$ cat src/rtl/shift_normalizer.sv
// shift_normalizer: multi-cycle CLZ/CLS normalizer with valid/ready handshakes on both sides.
// Define SHIFT_NORMALIZER_FAST_EN to allow 8-bit strides in RUN (identical results, lower latency).
//
// state | meaning
// IDLE  | accepting an operand
// RUN   | shifting until normalized or the count limit is reached
// DONE  | result held until out_ready
module shift_normalizer #(
  parameter int WIDTH = 32,
  parameter int CNT_W = 6
) (
  input  logic             clk,
  input  logic             rst,
  input  logic             in_valid,
  output logic             in_ready,
  input  logic [WIDTH-1:0] in_data,
  input  logic             in_mode,
  output logic             out_valid,
  input  logic             out_ready,
  output logic [WIDTH-1:0] out_norm,
  output logic [CNT_W-1:0] out_count,
  output logic             out_zero
);

  typedef enum logic [1:0] {
    IDLE = 2'd0,
    RUN  = 2'd1,
    DONE = 2'd2
  } state_t;

  state_t           state;
  state_t           state_nxt;
  logic [WIDTH-1:0] sh;
  logic [CNT_W-1:0] cnt;
  logic             mode_q;
  logic             zero_q;
  logic             zero_in;
  logic             term;
  logic             stride;

  assign zero_in = (in_data == '0) || (in_mode && (in_data == '1));

  // Sign mode stops one short of the width: the sign bit itself is never shifted out.
  always_comb begin
    if (mode_q)
      term = (sh[WIDTH-1] != sh[WIDTH-2]) || (cnt == CNT_W'(WIDTH-1));
    else
      term = sh[WIDTH-1] || (cnt == CNT_W'(WIDTH));
  end

`ifdef SHIFT_NORMALIZER_FAST_EN
  always_comb begin
    if (mode_q)
      stride = ((sh[WIDTH-1 -: 9] == '0) || (sh[WIDTH-1 -: 9] == '1)) &&
               (cnt <= CNT_W'(WIDTH-9));
    else
      stride = (sh[WIDTH-1 -: 8] == '0) && (cnt <= CNT_W'(WIDTH-8));
  end
`else
  assign stride = 1'b0;
`endif

  always_ff @(posedge clk) begin
    if (rst) state <= IDLE;
    else     state <= state_nxt;
  end

  always_comb begin
    state_nxt = state;
    case (state)
      IDLE:    if (in_valid) state_nxt = RUN;
      RUN:     if (term) state_nxt = DONE;
      DONE:    if (out_ready) state_nxt = IDLE;
      default: state_nxt = IDLE;
    endcase
  end

  always_comb begin
    in_ready  = (state == IDLE);
    out_valid = (state == DONE);
  end

  always_ff @(posedge clk) begin
    if (rst) begin
      sh        <= '0;
      cnt       <= '0;
      mode_q    <= 1'b0;
      zero_q    <= 1'b0;
      out_norm  <= '0;
      out_count <= '0;
      out_zero  <= 1'b0;
    end else begin
      case (state)
        IDLE: begin
          if (in_valid) begin
            sh     <= in_data;
            cnt    <= '0;
            mode_q <= in_mode;
            zero_q <= zero_in;
          end
        end
        RUN: begin
          if (term) begin
            out_norm  <= sh;
            out_count <= cnt;
            out_zero  <= zero_q;
          end else if (stride) begin
            sh  <= sh << 8;
            cnt <= cnt + CNT_W'(8);
          end else begin
            sh  <= sh << 1;
            cnt <= cnt + CNT_W'(1);
          end
        end
        default: ;
      endcase
    end
  end

endmodule
$ cat config.mk
export PLATFORM = sky130hd
export DESIGN_NAME = shift_normalizer
export DESIGN_NICKNAME = d
export VERILOG_FILES = /design/src/rtl/shift_normalizer.sv
export SDC_FILE = /design/constraint.sdc
export NUM_CORES = 1
export LEC_CHECK = 0
export ABC_AREA = 1
export ABC_CLOCK_PERIOD_IN_PS = 4100
export BUFFER_PORTS_ARGS = -buffer_cell sky130_fd_sc_hd__buf_2
export CAP_MARGIN = 5
export CORE_ASPECT_RATIO = 0.6
export CORE_UTILIZATION = 39
export DETAILED_ROUTE_END_ITERATION = 16
export PLACE_DENSITY = 0.63
export SETUP_SLACK_MARGIN = 0.3
export SYNTH_ARGS = -nofsm -noshare
export SYNTH_HDL_FRONTEND = slang
export SYNTH_SLANG_ARGS = --single-unit
$ cat constraint.sdc
create_clock -name clk -period 4.1 [get_ports clk]
set_input_delay 0.41 -clock clk [delete_from_list [all_inputs] [get_ports clk]]
set_output_delay 0.41 -clock clk [all_outputs]
set_load 0.02 [all_outputs]
**Yosys cells after proc, flatten, opt, wreduce, memory -nomap -nowiden**

Index checks and enable logic that the tools add are counted.

- Input bits: 37
- Flip-flop bits (word level): 81
- Output and inout bits: 41
- Logic and storage cells: 41

- Reductions and logical operators: 11
- Eq/ne operators: 10
- Add/subtract/negate cells: 1
- Mux-type cells: 11

Operator list:

| cell | number |
|---|---|
| 32-bit two-way mux | 2 |
| 32-bit case mux with 2 select lines | 1 |
| 32-bit == test, second input constant | 1 |
| 32-bit logical NOT | 1 |
| 6-bit two-way mux | 2 |
| 6-bit case mux with 2 select lines | 1 |
| 6-bit by 1-bit adder with 6-bit output, second input constant | 1 |
| 6-bit by 5-bit == test with 1-bit output, second input constant | 1 |
| 6-bit == test, second input constant | 1 |
| 2-bit two-way mux | 3 |
| 2-bit != test, second input constant | 3 |
| 2-bit case mux with 3 select lines | 1 |
| 3-bit AND reduction | 2 |
| 2-bit AND reduction | 2 |
| 1-bit logical OR | 3 |
| 2-bit by 1-bit == test with 1-bit output, second input constant | 1 |
| 2-bit == test, second input constant | 1 |
| 2-bit logical NOT | 1 |
| 2-bit by 1-bit != test with 1-bit output, second input constant | 1 |
| 2-bit nonzero test | 1 |
| 1-bit logical AND | 1 |
| 1-bit two-way mux | 1 |
| 1-bit != test | 1 |

**Depth between registers and ports, before layout**

- Word-level depth: 5
- Depth in mapped cells: 12
- Gate-level depth less buffers: 11

**Least setup slack after synthesis**

OpenSTA, ideal clock, no wires.

- Path kind: reg2reg
- Start point: register cnt[0]
- End point: register sh[12]
- Cell stages (with the launch flop): 13
- Period minus slack after synthesis: 1,454 ps
- Library setup time: 112 ps
- Path buffers: 2
- Setup slack: 2,646 ps
- Data arrival time: 1,342 ps
- Cells stage by stage: dfxtp_1 -> ha_1 -> nand2_1 -> inv_2 -> nand3_1 -> nand2_2 -> nand2_2 -> nand2_4 -> buf_12 -> buf_6 -> nand3_1 -> nand2_1 -> nor2_1

- Cells in the longest elaborated chain, start to end: 5
- Elaborated cells between the ends (all ways): 7
- Classes of those cells: 3 x eq/ne; 1 x mux; 3 x reduce/logical

RTL lines:

| what | RTL line | RTL |
|---|---|---|
| start, declared | 34 | `logic [CNT_W-1:0] cnt;` |
| start signal, assigned | 109 | `cnt <= cnt + CNT_W'(8);` |
| start signal, assigned | 112 | `cnt <= cnt + CNT_W'(1);` |
| 6-bit == test or 6-bit by 5-bit == test with 1-bit output (tied branches) | 48, 46 |  |
| 1-bit logical OR, on equally long branches | 48, 46 |  |
| 1-bit two-way mux (*) | 45 | `if (mode_q)` |
| 2-bit != test (no source line) (*) | - |  |
| 3-bit AND reduction (no source line) (*) | - |  |
| end signal, assigned | 96 | `sh <= in_data;` |
| end signal, assigned | 108 | `sh <= sh << 8;` |
| end signal, assigned | 111 | `sh <= sh << 1;` |
| end, declared | 33 | `logic [WIDTH-1:0] sh;` |

Every way passes the cells marked *; elsewhere a longest branch is shown, timed or not.
A chain may end at the register's enable or synchronous reset.

**Final worst setup path**

- Start point: register state[0]
- End point: register out_norm[15]

- Cells in the longest elaborated chain, start to end: 2

RTL lines:

| what | RTL line | RTL |
|---|---|---|
| start, declared | 31 | `state_t state;` |
| start signal, assigned | 65 | `else state <= state_nxt;` |
| 2-bit by 1-bit == test with 1-bit output | 93 | `case (state)` |
| 2-bit AND reduction (no source line) | - |  |
| end signal, assigned | 104 | `out_norm <= sh;` |
| end, declared | 20 | `output logic [WIDTH-1:0] out_norm,` |

No other way between the ends.

==> flow_metrics.env <==
export IMPL_outcome="finished, final reports clean"
export IMPL_drt_pass1_iterations=5
export IMPL_rsz0062_at_grt="false"
export IMPL_initial_core_util=0.414
export IMPL_worst_hold_slack_ns=0.330
export IMPL_syn_to_final_growth_pct=18.9
export IMPL_ff_latch_area_um2=1620
export IMPL_io_pin_count=78
export IMPL_path_max_fanout=44
export IMPL_drtIter0Drc=253
export IMPL_clock_latency_ns=0.34
export IMPL_fp_dieH_um=79.5
export IMPL_post_route_cell_area_um2=4640
export IMPL_power_mw=2.47
export IMPL_place_gp_congestion=0.813
export IMPL_path_cells="inv_2 -> nor2_4 -> nand3_2 -> buf_4 -> o21ai_0 -> a21oi_1"
export IMPL_root_buffer="clkbuf_16"
export IMPL_grt_pass1_wl_um=16100
export IMPL_grt_overflow=0
export IMPL_cts_tree="yes"
export IMPL_drive_gt1_frac=0.165
export IMPL_ys_ff_latch=81
export IMPL_grt_pass1_vias=3255
export IMPL_wl_um=9860
export IMPL_fin_crit_sh=0.647
export IMPL_num_antenna_cells=0
export IMPL_yosysWarnings=0
export IMPL_rows=27
export IMPL_port_buffers=77
export IMPL_postCtsSetupBuffers=0
export IMPL_finalWorstSetupSlack_ns=1.45
export IMPL_hpwl_um=6550
export IMPL_slew_headroom=0.297
export IMPL_postSynthAreaPerCell_um2=6.67
export IMPL_cts_sinks=81
export IMPL_grt_max_degree=45
export IMPL_die_w_um=131
export IMPL_vias=3768
export IMPL_wl_per_cell_um=12.7
export IMPL_critical_path_top_delay_family="simple AND/OR/NAND/NOR gates"
export IMPL_yosysSeqAreaShare=0.416
export IMPL_multi_input_area_um2=1770
export IMPL_setup_viol=0
export IMPL_layout_nets=681
export IMPL_worst_slew_pin_slew_ns=1.05
export IMPL_drv_slew=0
export IMPL_clk_pin_slew_ns=0.06
export IMPL_crit_required_ns=4.31
export IMPL_final_min_clock_period_ns=2.65
export IMPL_cts_repair_resized=0
export IMPL_grt_usage=0.194
export IMPL_die_area_um2=10400
export IMPL_cts_buffers=9
export IMPL_avgViaCountPerCell=4.85
export IMPL_cp_arrival_ns=2.87
export IMPL_yosys_cell_types_count=25
export IMPL_syn_inst=585
export IMPL_antenna_found_initial=0
export IMPL_skew_ns=0.00306
export IMPL_leakage_nw=2.14
export IMPL_ir_drop_mv=0.232
export IMPL_hp_class="input pin to flop"
export IMPL_cp_slowest_stage_delay_ns=0.69
export IMPL_cp_slowest_cell="nand3_2"
export IMPL_dp_slack_ns=1.44
export IMPL_finalSetupTns_ns=0
export IMPL_post_dp_cell_area_um2=4280
export IMPL_h_tree_depth=3
export IMPL_fmax_ghz=0.377
export IMPL_drv_cap=0
export IMPL_ant_nets=0
export IMPL_reg2reg_slack_ns=1.45
export IMPL_ctsHoldBuffers=0
export IMPL_cp_start_kind="flop"
export IMPL_hold_viol_final=0
export IMPL_synthesis_area_um2=3900
export IMPL_max_clock_path_buffers=2
export IMPL_powerDensity_nw_per_um2=532
export IMPL_critPathBufInv=2
export IMPL_end_kind="flop"
export IMPL_core_area_um2=9430
export IMPL_synth_fp_nets=624
export IMPL_fillCellCount=961
export IMPL_crit_type="flop to flop"
export IMPL_drcViolationCount=0
[area by class of cell]
class	count	area share
Clock buffer	10	0.0494
Clock inverter	6	0.0281
Inverter	85	0.0693
Multi-Input combinational cell	385	0.381
Sequential cell	81	0.350
Tap cell	130	0.0351
Timing Repair Buffer	80	0.0879
[through the flow]
step	utilization	cells
3_3_place_gp	0.454	761
6_report	0.492	777
5_1_grt	0.492	777
2_1_floorplan	-	585
4_1_cts	0.492	777
3_5_place_dp	0.454	761
[final timing paths]
kind / startpoint / end / cells after the start
max reg2reg: state[0]$_SDFFE_PP0P_ / out_norm[15]$_SDFFE_PP0P_ / 6
min: out_ready / state[1]$_SDFFE_PP0P_ / 4
min reg2reg: out_norm[3]$_SDFFE_PP0P_ / out_norm[3]$_SDFFE_PP0P_ / 2
max: state[0]$_SDFFE_PP0P_ / out_norm[15]$_SDFFE_PP0P_ / 6
[cell usage in the layout, fill, tap and decap left out, types with 3 or more instances in the layout]
master	instances
bufinv_16	4
nor2_1	96
nand2_1	105
buf_2	77
buf_4	3
a21oi_1	45
nand3_1	30
dfxtp_1	81
nand3b_1	16
inv_1	79
o21ai_0	70
inv_2	4
clkbuf_16	9
nor3_1	10
[cells in the mapped netlist]
library cell    n  area share
nand2_1       105        0.10
nor2_1         96       0.092
dfxtp_1        81        0.42
inv_1          80       0.077
o21ai_0        70       0.090
a21oi_1        45       0.058
nand3_1        30       0.038
clkbuf_1       23       0.022
nand3b_1       16       0.031
nor3_1         10       0.013
buf_2           4      0.0051
buf_6           4       0.012
inv_2           4      0.0038
ha_1            2      0.0064
nand2_2         2      0.0032
nand2_4         2      0.0058
nand4_1         2      0.0032
nor3b_1         2      0.0038
buf_12          1      0.0051
buf_4           1      0.0019
buf_8           1      0.0038
inv_4           1      0.0016
nand3_2         1      0.0026
nor2_2          1      0.0016
nor2_4          1      0.0029
[sequential cells by signal (all words and copies together), names as in the netlist]
register and cells:
zero_q 1, sh 32, mode_q 1, out_count 6, cnt 6, out_norm 32, out_zero 1, state 2
[where the power goes]
part | internal (mW) | switching, mW
Combinational | 0.177 | 0.356
Clock | 0.654 | 0.319
Sequential | 0.894 | 0.0669
[worst reg2reg max path, delay by kind of cell (launching register included)]
kind | cells | cell delay [ns]
flops | 1 | 0.36
simple gates | 2 | 1.30
buf+inv | 2 | 0.55
compound gates | 2 | 0.31
[per-layer routing]
layer  part of all wire  GRT usage
met3              0.057     0.0508
met5                  0          0
met1               0.50      0.265
met2               0.43      0.302
met4              0.011     0.0518
[cells by family (layout without fill, tap and decap cells)]
group,after synthesis,count (layout),synth area share
adders and majority gates,2,2,0.00641
AOI/OAI and AO/OA,115,115,0.147
buffers and inverters,119,181,0.132
DFF,81,81,0.416
and+or+nand+nor,268,268,0.298
Power figures use the tool's default switching activity.
